### config.mk
export PLATFORM = sky130hd
export DESIGN_NAME = mmio_bridge_flat
export DESIGN_NICKNAME = d
export VERILOG_FILES = /design/src/rtl/mmio_pkg.sv /design/src/rtl/mmio_bridge_if.sv /design/src/rtl/mmio_timeout.sv /design/src/rtl/mmio_bridge.sv /design/src/flat_wrapper.sv
export SDC_FILE = /design/constraint.sdc
export NUM_CORES = 1
export LEC_CHECK = 0
export CORE_ASPECT_RATIO = 0.6
export CORE_MARGIN = 2
export CORE_UTILIZATION = 38
export CTS_CLUSTER_DIAMETER = 200
export DETAILED_ROUTE_END_ITERATION = 8
export PLACE_DENSITY = 0.72
export SYNTH_ARGS = -nofsm -noshare
export SYNTH_HDL_FRONTEND = slang
export SYNTH_SLANG_ARGS = --single-unit
### constraint.sdc
create_clock -name clk -period 3.45 [get_ports clk]
set_input_delay 0.5175 -clock clk [delete_from_list [all_inputs] [get_ports clk]]
set_output_delay 0.5175 -clock clk [all_outputs]
set_load 0.01 [all_outputs]
### src/rtl/mmio_pkg.sv
// Shared types and constants for the MMIO peripheral-bus bridge.
package mmio_pkg;

   // Bridge sequencing: accept a request, run the bus cycle, hand back a response.
   typedef enum logic [1:0] {
      IDLE  = 2'd0,
      ISSUE = 2'd1,
      RESP  = 2'd2
   } state_t;

   // Peripheral window and well-known peripheral addresses.
   localparam logic [31:0] MMIO_BASE    = 32'h4000_0000;
   localparam logic [31:0] TIMER_ADDR   = 32'h4000_0004;
   localparam logic [3:0]  MMIO_TOP_DEF = 4'h4;

   // Payload returned on any error response (out of window or timeout).
   localparam logic [31:0] ERR_DATA_DEF = 32'hDEAD_BEEF;

   // One latched core request as it is presented on the peripheral bus.
   typedef struct packed {
      logic        we;
      logic [31:0] addr;
      logic [31:0] wdata;
   } bus_req_t;

   // True when the address falls in the peripheral window selected by top.
   function automatic logic in_window(input logic [31:0] addr, input logic [3:0] top);
      return (addr[31:28] == top);
   endfunction

endpackage

### src/rtl/mmio_bridge_if.sv
// Core request/response channels plus the shared peripheral bus.
//
// Handshakes: a transfer happens on a rising clk edge where both valid and
// ready are high. Once valid is raised the sender holds it and its payload
// stable until that edge; ready may be raised or dropped freely.
interface mmio_bridge_if;

   // Core request channel.
   logic        req_valid_i;
   logic        req_ready_o;
   logic        req_we_i;
   logic [31:0] req_addr_i;
   logic [31:0] req_wdata_i;

   // Core response channel.
   logic        resp_valid_o;
   logic        resp_ready_i;
   logic [31:0] resp_rdata_o;
   logic        resp_err_o;

   // Peripheral bus (strobes qualify addr/wdata; rdata/ack pulled low when idle).
   logic        write_o;
   logic        read_o;
   logic [31:0] addr_o;
   logic [31:0] wdata_o;
   logic [31:0] rdata_i;
   logic        ack_i;

   // Bridge view: accepts requests, masters the peripheral bus.
   modport master (
      input  req_valid_i, req_we_i, req_addr_i, req_wdata_i,
      output req_ready_o,
      output resp_valid_o, resp_rdata_o, resp_err_o,
      input  resp_ready_i,
      output write_o, read_o, addr_o, wdata_o,
      input  rdata_i, ack_i
   );

   // Environment view: the core plus the peripherals on the bus.
   modport slave (
      output req_valid_i, req_we_i, req_addr_i, req_wdata_i,
      input  req_ready_o,
      input  resp_valid_o, resp_rdata_o, resp_err_o,
      output resp_ready_i,
      input  write_o, read_o, addr_o, wdata_o,
      output rdata_i, ack_i
   );

endinterface

### src/rtl/mmio_timeout.sv
// Saturating up-counter that flags when a bus cycle has waited too long.
module mmio_timeout #(
   parameter int unsigned LIMIT = 16
) (
   input  logic clk,
   input  logic rst_n,
   input  logic clear_i,
   input  logic en_i,
   output logic expired_o
);

   localparam int unsigned CW = $clog2(LIMIT + 1);
   localparam logic [CW-1:0] LAST = CW'(LIMIT - 1);
   localparam logic [CW-1:0] MAX  = CW'(LIMIT);

   logic [CW-1:0] count_q;
   logic [CW-1:0] count_d;

   // Next count: clear wins, otherwise count up while enabled and stop at MAX.
   always_comb begin
      count_d = count_q;
      if (clear_i) begin
         count_d = '0;
      end else if (en_i && (count_q != MAX)) begin
         count_d = count_q + 1'b1;
      end
   end

   // Count register.
   always_ff @(posedge clk or negedge rst_n) begin
      if (!rst_n) begin
         count_q <= '0;
      end else begin
         count_q <= count_d;
      end
   end

   // Expired during the cycle whose closing edge would be the LIMIT-th wait.
   assign expired_o = (count_q >= LAST);

endmodule

### src/rtl/mmio_bridge.sv
// Single-outstanding bridge from the core load/store channel onto the
// memory-mapped peripheral bus, with window check and ack timeout.
module mmio_bridge
   import mmio_pkg::*;
#(
   parameter logic [3:0]  MMIO_TOP = MMIO_TOP_DEF,
   parameter int unsigned TIMEOUT  = 16,
   parameter logic [31:0] ERR_DATA = ERR_DATA_DEF
) (
   input  logic          clk,
   input  logic          rst_n,
   mmio_bridge_if.master bus,
   output state_t        state_o
);

   state_t      state_q,      state_d;
   bus_req_t    issue_q,      issue_d;
   logic        write_q,      write_d;
   logic        read_q,       read_d;
   logic        resp_valid_q, resp_valid_d;
   logic [31:0] resp_rdata_q, resp_rdata_d;
   logic        resp_err_q,   resp_err_d;

   logic        expired;
   logic        resp_hs;
   logic        req_hs;

   assign req_hs  = (state_q == IDLE) && bus.req_valid_i;
   assign resp_hs = (state_q == RESP) && bus.resp_ready_i;

   // Wait counter runs only while a bus cycle is outstanding; the response
   // handshake returns it to zero for the next transaction.
   mmio_timeout #(
      .LIMIT (TIMEOUT)
   ) u_timeout (
      .clk       (clk),
      .rst_n     (rst_n),
      .clear_i   (resp_hs),
      .en_i      (state_q == ISSUE),
      .expired_o (expired)
   );

   // Next-state and next-output logic for the request/issue/response sequence.
   always_comb begin
      state_d      = state_q;
      issue_d      = issue_q;
      write_d      = write_q;
      read_d       = read_q;
      resp_valid_d = resp_valid_q;
      resp_rdata_d = resp_rdata_q;
      resp_err_d   = resp_err_q;

      unique case (state_q)
         IDLE: begin
            if (req_hs) begin
               if (in_window(bus.req_addr_i, MMIO_TOP)) begin
                  // Only in-window requests touch the bus, so addr_o/wdata_o
                  // keep showing the last real bus cycle otherwise.
                  state_d       = ISSUE;
                  issue_d.we    = bus.req_we_i;
                  issue_d.addr  = bus.req_addr_i;
                  issue_d.wdata = bus.req_wdata_i;
                  write_d       = bus.req_we_i;
                  read_d        = !bus.req_we_i;
               end else begin
                  state_d      = RESP;
                  resp_valid_d = 1'b1;
                  resp_rdata_d = ERR_DATA;
                  resp_err_d   = 1'b1;
               end
            end
         end

         ISSUE: begin
            // Ack is checked first so an ack in the last allowed cycle still
            // completes the transaction normally.
            if (bus.ack_i) begin
               state_d      = RESP;
               write_d      = 1'b0;
               read_d       = 1'b0;
               resp_valid_d = 1'b1;
               resp_rdata_d = issue_q.we ? 32'h0 : bus.rdata_i;
               resp_err_d   = 1'b0;
            end else if (expired) begin
               state_d      = RESP;
               write_d      = 1'b0;
               read_d       = 1'b0;
               resp_valid_d = 1'b1;
               resp_rdata_d = ERR_DATA;
               resp_err_d   = 1'b1;
            end
         end

         RESP: begin
            if (bus.resp_ready_i) begin
               state_d      = IDLE;
               resp_valid_d = 1'b0;
            end
         end

         default: begin
            state_d = IDLE;
            write_d = 1'b0;
            read_d  = 1'b0;
         end
      endcase
   end

   // State and all registered bus/response outputs; reset drops strobes at once.
   always_ff @(posedge clk or negedge rst_n) begin
      if (!rst_n) begin
         state_q      <= IDLE;
         issue_q      <= '0;
         write_q      <= 1'b0;
         read_q       <= 1'b0;
         resp_valid_q <= 1'b0;
         resp_rdata_q <= 32'h0;
         resp_err_q   <= 1'b0;
      end else begin
         state_q      <= state_d;
         issue_q      <= issue_d;
         write_q      <= write_d;
         read_q       <= read_d;
         resp_valid_q <= resp_valid_d;
         resp_rdata_q <= resp_rdata_d;
         resp_err_q   <= resp_err_d;
      end
   end

   assign bus.req_ready_o  = (state_q == IDLE);
   assign bus.resp_valid_o = resp_valid_q;
   assign bus.resp_rdata_o = resp_rdata_q;
   assign bus.resp_err_o   = resp_err_q;
   assign bus.write_o      = write_q;
   assign bus.read_o       = read_q;
   assign bus.addr_o       = issue_q.addr;
   assign bus.wdata_o      = issue_q.wdata;
   assign state_o          = state_q;

endmodule
### src/flat_wrapper.sv
// flat-port wrapper written by rule: the top's interface ports become plain ports
module mmio_bridge_flat import mmio_pkg::*;
#(
   parameter logic [3:0]  MMIO_TOP = MMIO_TOP_DEF,
   parameter int unsigned TIMEOUT  = 16,
   parameter logic [31:0] ERR_DATA = ERR_DATA_DEF
)
  (clk, rst_n, state_o, bus_req_valid_i, bus_req_we_i, bus_req_addr_i, bus_req_wdata_i, bus_req_ready_o, bus_resp_valid_o, bus_resp_rdata_o, bus_resp_err_o, bus_resp_ready_i, bus_write_o, bus_read_o, bus_addr_o, bus_wdata_o, bus_rdata_i, bus_ack_i);
  mmio_bridge_if bus_i ();
  input  logic clk;
  input  logic rst_n;
  output state_t state_o;
  input wire logic [$bits(bus_i.req_valid_i)-1:0] bus_req_valid_i;
  input wire logic [$bits(bus_i.req_we_i)-1:0] bus_req_we_i;
  input wire logic [$bits(bus_i.req_addr_i)-1:0] bus_req_addr_i;
  input wire logic [$bits(bus_i.req_wdata_i)-1:0] bus_req_wdata_i;
  output wire logic [$bits(bus_i.req_ready_o)-1:0] bus_req_ready_o;
  output wire logic [$bits(bus_i.resp_valid_o)-1:0] bus_resp_valid_o;
  output wire logic [$bits(bus_i.resp_rdata_o)-1:0] bus_resp_rdata_o;
  output wire logic [$bits(bus_i.resp_err_o)-1:0] bus_resp_err_o;
  input wire logic [$bits(bus_i.resp_ready_i)-1:0] bus_resp_ready_i;
  output wire logic [$bits(bus_i.write_o)-1:0] bus_write_o;
  output wire logic [$bits(bus_i.read_o)-1:0] bus_read_o;
  output wire logic [$bits(bus_i.addr_o)-1:0] bus_addr_o;
  output wire logic [$bits(bus_i.wdata_o)-1:0] bus_wdata_o;
  input wire logic [$bits(bus_i.rdata_i)-1:0] bus_rdata_i;
  input wire logic [$bits(bus_i.ack_i)-1:0] bus_ack_i;
  assign bus_i.req_valid_i = bus_req_valid_i;
  assign bus_i.req_we_i = bus_req_we_i;
  assign bus_i.req_addr_i = bus_req_addr_i;
  assign bus_i.req_wdata_i = bus_req_wdata_i;
  assign bus_req_ready_o = bus_i.req_ready_o;
  assign bus_resp_valid_o = bus_i.resp_valid_o;
  assign bus_resp_rdata_o = bus_i.resp_rdata_o;
  assign bus_resp_err_o = bus_i.resp_err_o;
  assign bus_i.resp_ready_i = bus_resp_ready_i;
  assign bus_write_o = bus_i.write_o;
  assign bus_read_o = bus_i.read_o;
  assign bus_addr_o = bus_i.addr_o;
  assign bus_wdata_o = bus_i.wdata_o;
  assign bus_i.rdata_i = bus_rdata_i;
  assign bus_i.ack_i = bus_ack_i;
  mmio_bridge #(.MMIO_TOP(MMIO_TOP), .TIMEOUT(TIMEOUT), .ERR_DATA(ERR_DATA)) u_core (.clk(clk), .rst_n(rst_n), .bus(bus_i), .state_o(state_o));
endmodule
## Word-level counts from Yosys, hierarchy flattened

Cells that the tools add are included.

| word-level totals | value |
|---|---|
| output and inout port bits | 103 |
| register bits | 108 |
| logic and storage cells | 65 |

| operators by class | value |
|---|---|
| multiplexer cells | 30 |
| order comparisons | 1 |
| bitwise gates (word level) | 1 |
| equality and inequality tests | 9 |
| reduce and logical (&&, ||, !) cells | 13 |
| $add $sub $neg | 1 |

Operators with widths:

| kind | number |
|---|---|
| $mux W32 | 5 |
| $pmux W32 S2 | 1 |
| $mux W1 | 12 |
| $mux W2 | 5 |
| $mux W5 | 2 |
| $pmux W1 S3 | 3 |
| $reduce_and A4 Y1 | 2 |
| $pmux W2 S3 | 1 |
| $reduce_and A3 Y1 | 2 |
| $add A5 B1 Y5 const B | 1 |
| $ge A5 B4 Y1 const B | 1 |
| $ne A5 B5 Y1 const B | 1 |
| $reduce_and A5 Y1 | 1 |
| $eq A4 B3 Y1 const B | 1 |
| $ne A2 B1 Y1 const B | 2 |
| $ne A2 B2 Y1 const B | 2 |
| $reduce_bool A2 Y1 | 2 |
| $logic_and A1 B1 Y1 | 3 |
| $ne A3 B2 Y1 const B | 1 |
| $reduce_bool A3 Y1 | 1 |
| $eq A2 B1 Y1 const B | 1 |
| $eq A2 B2 Y1 const B | 1 |
| $logic_not A2 Y1 | 1 |
| $pmux W1 S2 | 1 |
| 2 further kinds | 2 |

## Depth between registers and ports, before layout

| depth | value |
|---|---|
| depth in word-level cells | 4 |
| mapped depth | 8 |

## Modules after synthesis

Synthesis repeated with hierarchy kept, for this count alone.

| second synthesis, totals | value |
|---|---|
| cell total of the unflattened synthesis | 360 |
| area, all modules | 4808.4 µm² |

By module, submodules not included:

| module | area each (µm²) | instances | cells an instance |
|---|---|---|---|
| mmio_bridge | 4501.8 | 1 | 327 |
| mmio_timeout | 306.5 | 1 | 33 |

## Worst setup path after synthesis

OpenSTA, ideal clock, no wires.

| path | value |
|---|---|
| kind | input-to-reg |
| start point | input port bus_req_addr_i[31] |
| end point | register u_core.issue_q (netlist bit u_core.bus.addr_o[0]) |
| data arrival time | 1.928 ns |
| library setup time | 0.125 ns |
| stages on the path | 6 |
| path slack | 1.397 ns |
| buffers on the path | 2 |
| cells stage by stage | or4b_4 > nor3_4 > nand2_1 > buf_6 > buf_6 > mux2_4 |

| on the way | value |
|---|---|
| longest elaborated chain between the ends | 2 |

Ends and longest elaborated chain:

| element | RTL line | source |
|---|---|---|
| from (decl) | flat_wrapper.sv:15 | `input wire logic [$bits(bus_i.req_addr_i)-1:0] bus_req_addr_i;` |
| $eq A4 B3 Y1 | mmio_pkg.sv:28 | `return (addr[31:28] == top);` |
| $reduce_and A3 Y1 (no source line) | n/a |  |
| to (signal assigned) | mmio_bridge.sv:121 | `issue_q <= issue_d;` |
| to (decl) | mmio_bridge.sv:17 | `bus_req_t issue_q, issue_d;` |

No other way between the ends.
A chain may end at the register's enable or synchronous reset.

## Worst setup path in the final report

| path | value |
|---|---|
| start point | input port bus_req_addr_i[29] |
| end point | register u_core.issue_q (netlist bit u_core.bus.wdata_o[25]) |

Same word-level chain as after synthesis.

==> flow_summary_export.csv <==
group,metric,value,unit
status,status,"finished clean",
floorplanning,dieArea,0.0141,mm²
power,p_leak,3.13,nW
clocking,cts-resized-gates,0,
sta,min_period_over_period,0.739,
critical_path,crit_fanout,33,
grt,grt_antenna_before_repair,0,
sta,grt_setup_unrepaired,"no",
detailed_routing,drtAntennaViolNets,0,
synth,synth_top_area_frac,0.541,
power,power,3.86,mW
synth,yosysTopAreaCell,"dfrtp_1",
critical_path,rr_endpoint,"u_core.bus.resp_rdata_o[17]$_DFFE_PN0P_",
clocking,holdBufCountCts,0,
detailed_routing,wl_per_cell,17.5,µm
grt,grt_pass1_vias,3423,
placed_design,hpwl,8.76,mm
synth,syn_nets,474,
synth,netlist_top_cells_area,"dfrtp_1 (54%), mux2_4 (14%), buf_4 (9.6%)",
clocking,clock_sinks,108,
clocking,cts_tree,"built",
critical_path,cp_data_required_time,3.67,ns
floorplanning,die_w,152,µm
synth,syn_inst,369,
grt,grt_overflow,0,
sta,fmax,0.392,GHz
sta,tightest_slew,0.912,ns
sta,worst_slack,0.902,ns
synth,yosys_register_bits,108,
sta,skew,0.00609,ns
grt,use_met1,0.219,
placed_design,placed_area,0.00673,mm²
clocking,htree_levels,3,
critical_path,crit_arrival,2.77,ns
finish,antenna_cells,0,
floorplanning,die-height,92.9,µm
critical_path,reg2reg_depth,7,
grt,grt_max_degree,72,
synth,asyncSetResetFlopFracSynth,1.00,
placed_design,dp_slack,0.557,ns
synth,netlist_area,0.00500,mm²
synth,yosysWarnings,0,
sta,relSlewSlack,0.392,
finish,utilization,0.548,
finish,drive_above_1_share,0.172,
synth,ys_seq_area_frac,0.541,
clocking,clockBufferDepth,2,
floorplanning,rows,32,
critical_path,crit_path_end_kind,"flip-flop",
floorplanning,core-area,0.0129,mm²
critical_path,critPathLaunchType,"input port",
sta,hold_viol,0,
placed_design,gp_congestion,0.772,
critical_path,reg2reg_from,"u_core.u_timeout.count_q[0]$_DFFE_PN0P_",
grt,globalRouteMet3Util,0.0646,
finish,synthToLayoutAreaGrowth,40.8,%
run,max_cap_viol_count,0,
power,powerDensity,548,mW/mm²
hold_path,hp-class,"in2async",
clocking,cts_root_buffer,"clkbuf_16",
critical_path,path_class,"in2reg",
detailed_routing,num_vias,3256,
clocking,postCtsSetupRepairBufs,0,
placed_design,io_buffers,204,
floorplanning,initial_core_util,0.389,
clocking,cts_buffers,9,
detailed_routing,drt_iter0_drc,133,
synth,yosysUniqueCellTypes,37,
finish,fillers,1046,
grt,track_usage,0.168,
sta,maxSlewViolCount,0,
sta,setup-tns-final,0,ns
synth,synth_flop_cell,"dfrtp_1",
clocking,clk_pin_slew,0.07,ns
sta,layout_min_cycle_time,2.55,ns
detailed_routing,totalWireLength,11.9,mm
critical_path,r2r_slack,1.17,ns
finish,nets,612,
finish,stdcell_area,0.00704,mm²
synth,synth.avg_cell_area,13.5,µm²
detailed_routing,drc,0,
detailed_routing,via_per_inst,4.77,
grt,globalRoute.busiestLayer,"met2",
power,ir_drop,250,µV
grt,grt_pass1_wl,18.8,mm
grt,met2_usage,0.271,
detailed_routing,drt_pass1_iterations,4,
sta,setup_viol,0,
floorplanning,num_io_pins,205,
synth,synth_edf_count,0,
clocking,clock_latency,0.34,ns
## area by class of cell
class                           count  area [µm²]  area share
Timing Repair Buffer              208        2090       0.298
Clock buffer                       10         239      0.0339
Sequential cell                   108        2700       0.384
Multi-Input combinational cell    174        1700       0.241
Tap cell                          170         213      0.0302
Clock inverter                      6        70.1     0.00995
Inverter                            6        22.5     0.00320
## sequential cells by signal (all words and copies together) (netlist names)
| name | cells |
|---|---|
| u_core.bus.addr_o | 32 |
| u_core.bus.resp_rdata_o | 32 |
| u_core.bus.wdata_o | 32 |
| u_core.u_timeout.count_q | 5 |
| u_core.state_o | 2 |
| u_core.bus.read_o | 1 |
| u_core.bus.resp_err_o | 1 |
| u_core.bus.resp_valid_o | 1 |
| u_core.bus.write_o | 1 |
| u_core.issue_q | 1 |
## Yosys cell counts, types with 2 or more instances
cell       count
nand2_1        4
a221o_1        2
and3_1         2
o21ai_0        2
ha_1           3
nand2b_1      28
buf_2          3
and2_1         4
clkbuf_1       8
nor3_1         3
nor2_1        11
mux2_2        16
a2bb2oi_1     24
inv_1          6
a22o_1         8
nor2b_1        3
buf_6          6
buf_4         64
xnor2_1        2
mux2_4        46
dfrtp_1      108
## power breakdown
part / internal [mW] / leakage, nW / total, mW / switching, mW
Combinational: 0.777 / 1.68 / 1.15 / 0.371
Sequential: 1.49 / 1.29 / 1.66 / 0.165
Clock: 0.590 / 0.153 / 1.05 / 0.465
Total: 2.86 / 3.13 / 3.86 / 1.00
## per-layer routing
layer,part of all wire,vias to the layer above
li1,-,1482
met2,0.46,142
met5,0,-
met1,0.45,1623
met3,0.084,9
met4,0.0053,0
## worst max-delay path by stage
stage	from	endpoint	cells after the start
finish	bus_req_addr_i[29]	u_core.bus.wdata_o[25]$_DFFE_PN0P_	6
global route	bus_req_addr_i[29]	u_core.bus.wdata_o[5]$_DFFE_PN0P_	6
CTS	bus_req_addr_i[29]	u_core.bus.wdata_o[25]$_DFFE_PN0P_	6
floorplan	bus_req_addr_i[31]	u_core.bus.addr_o[0]$_DFFE_PN0P_	6
global placement	bus_req_addr_i[31]	u_core.bus.addr_o[0]$_DFFE_PN0P_	6
detailed placement	bus_req_addr_i[29]	u_core.bus.wdata_o[25]$_DFFE_PN0P_	6
## critical path, stage by stage
cell and delay (ns):
clkdlybuf4s50_1 0.42, or4b_4 0.56, nor3_4 0.30, nand2_4 0.29, buf_12 0.29, mux2_4 0.33
## cell usage in the layout, fill, tap and decap left out, drive strengths merged, types with 3 or more instances in the layout
cell	count
a22o	8
a2bb2oi	24
and2	4
buf	5
clkbuf	10
clkdlybuf4s50	203
clkinv	3
dfrtp	108
ha	3
inv	8
mux2	62
nand2	4
nand2b	28
nor2	11
nor2b	3
nor3	4
## per-stage QoR
stage	hold slack, ns	std cells
2_1_floorplan	0.222	369
3_3_place_gp	0.454	666
5_1_grt	0.359	682
4_1_cts	0.336	682
3_5_place_dp	0.466	666
6_report	0.299	682
## kinds of logic (layout without fill, tap and decap cells)
logic type | Yosys count | after routing | share of synthesized area
AO/OA/AOI/OAI | 43 | 43 | 0.0731
XOR/XNOR | 2 | 2 | 0.00350
adder cells (fa/ha/maj) | 3 | 3 | 0.00751
buffers and inverters | 87 | 230 | 0.123
flip-flops | 108 | 108 | 0.541
multiplexers | 63 | 63 | 0.176
AND/OR/NAND/NOR | 63 | 63 | 0.0761
Note: power is estimated with default switching activity, not from simulation.
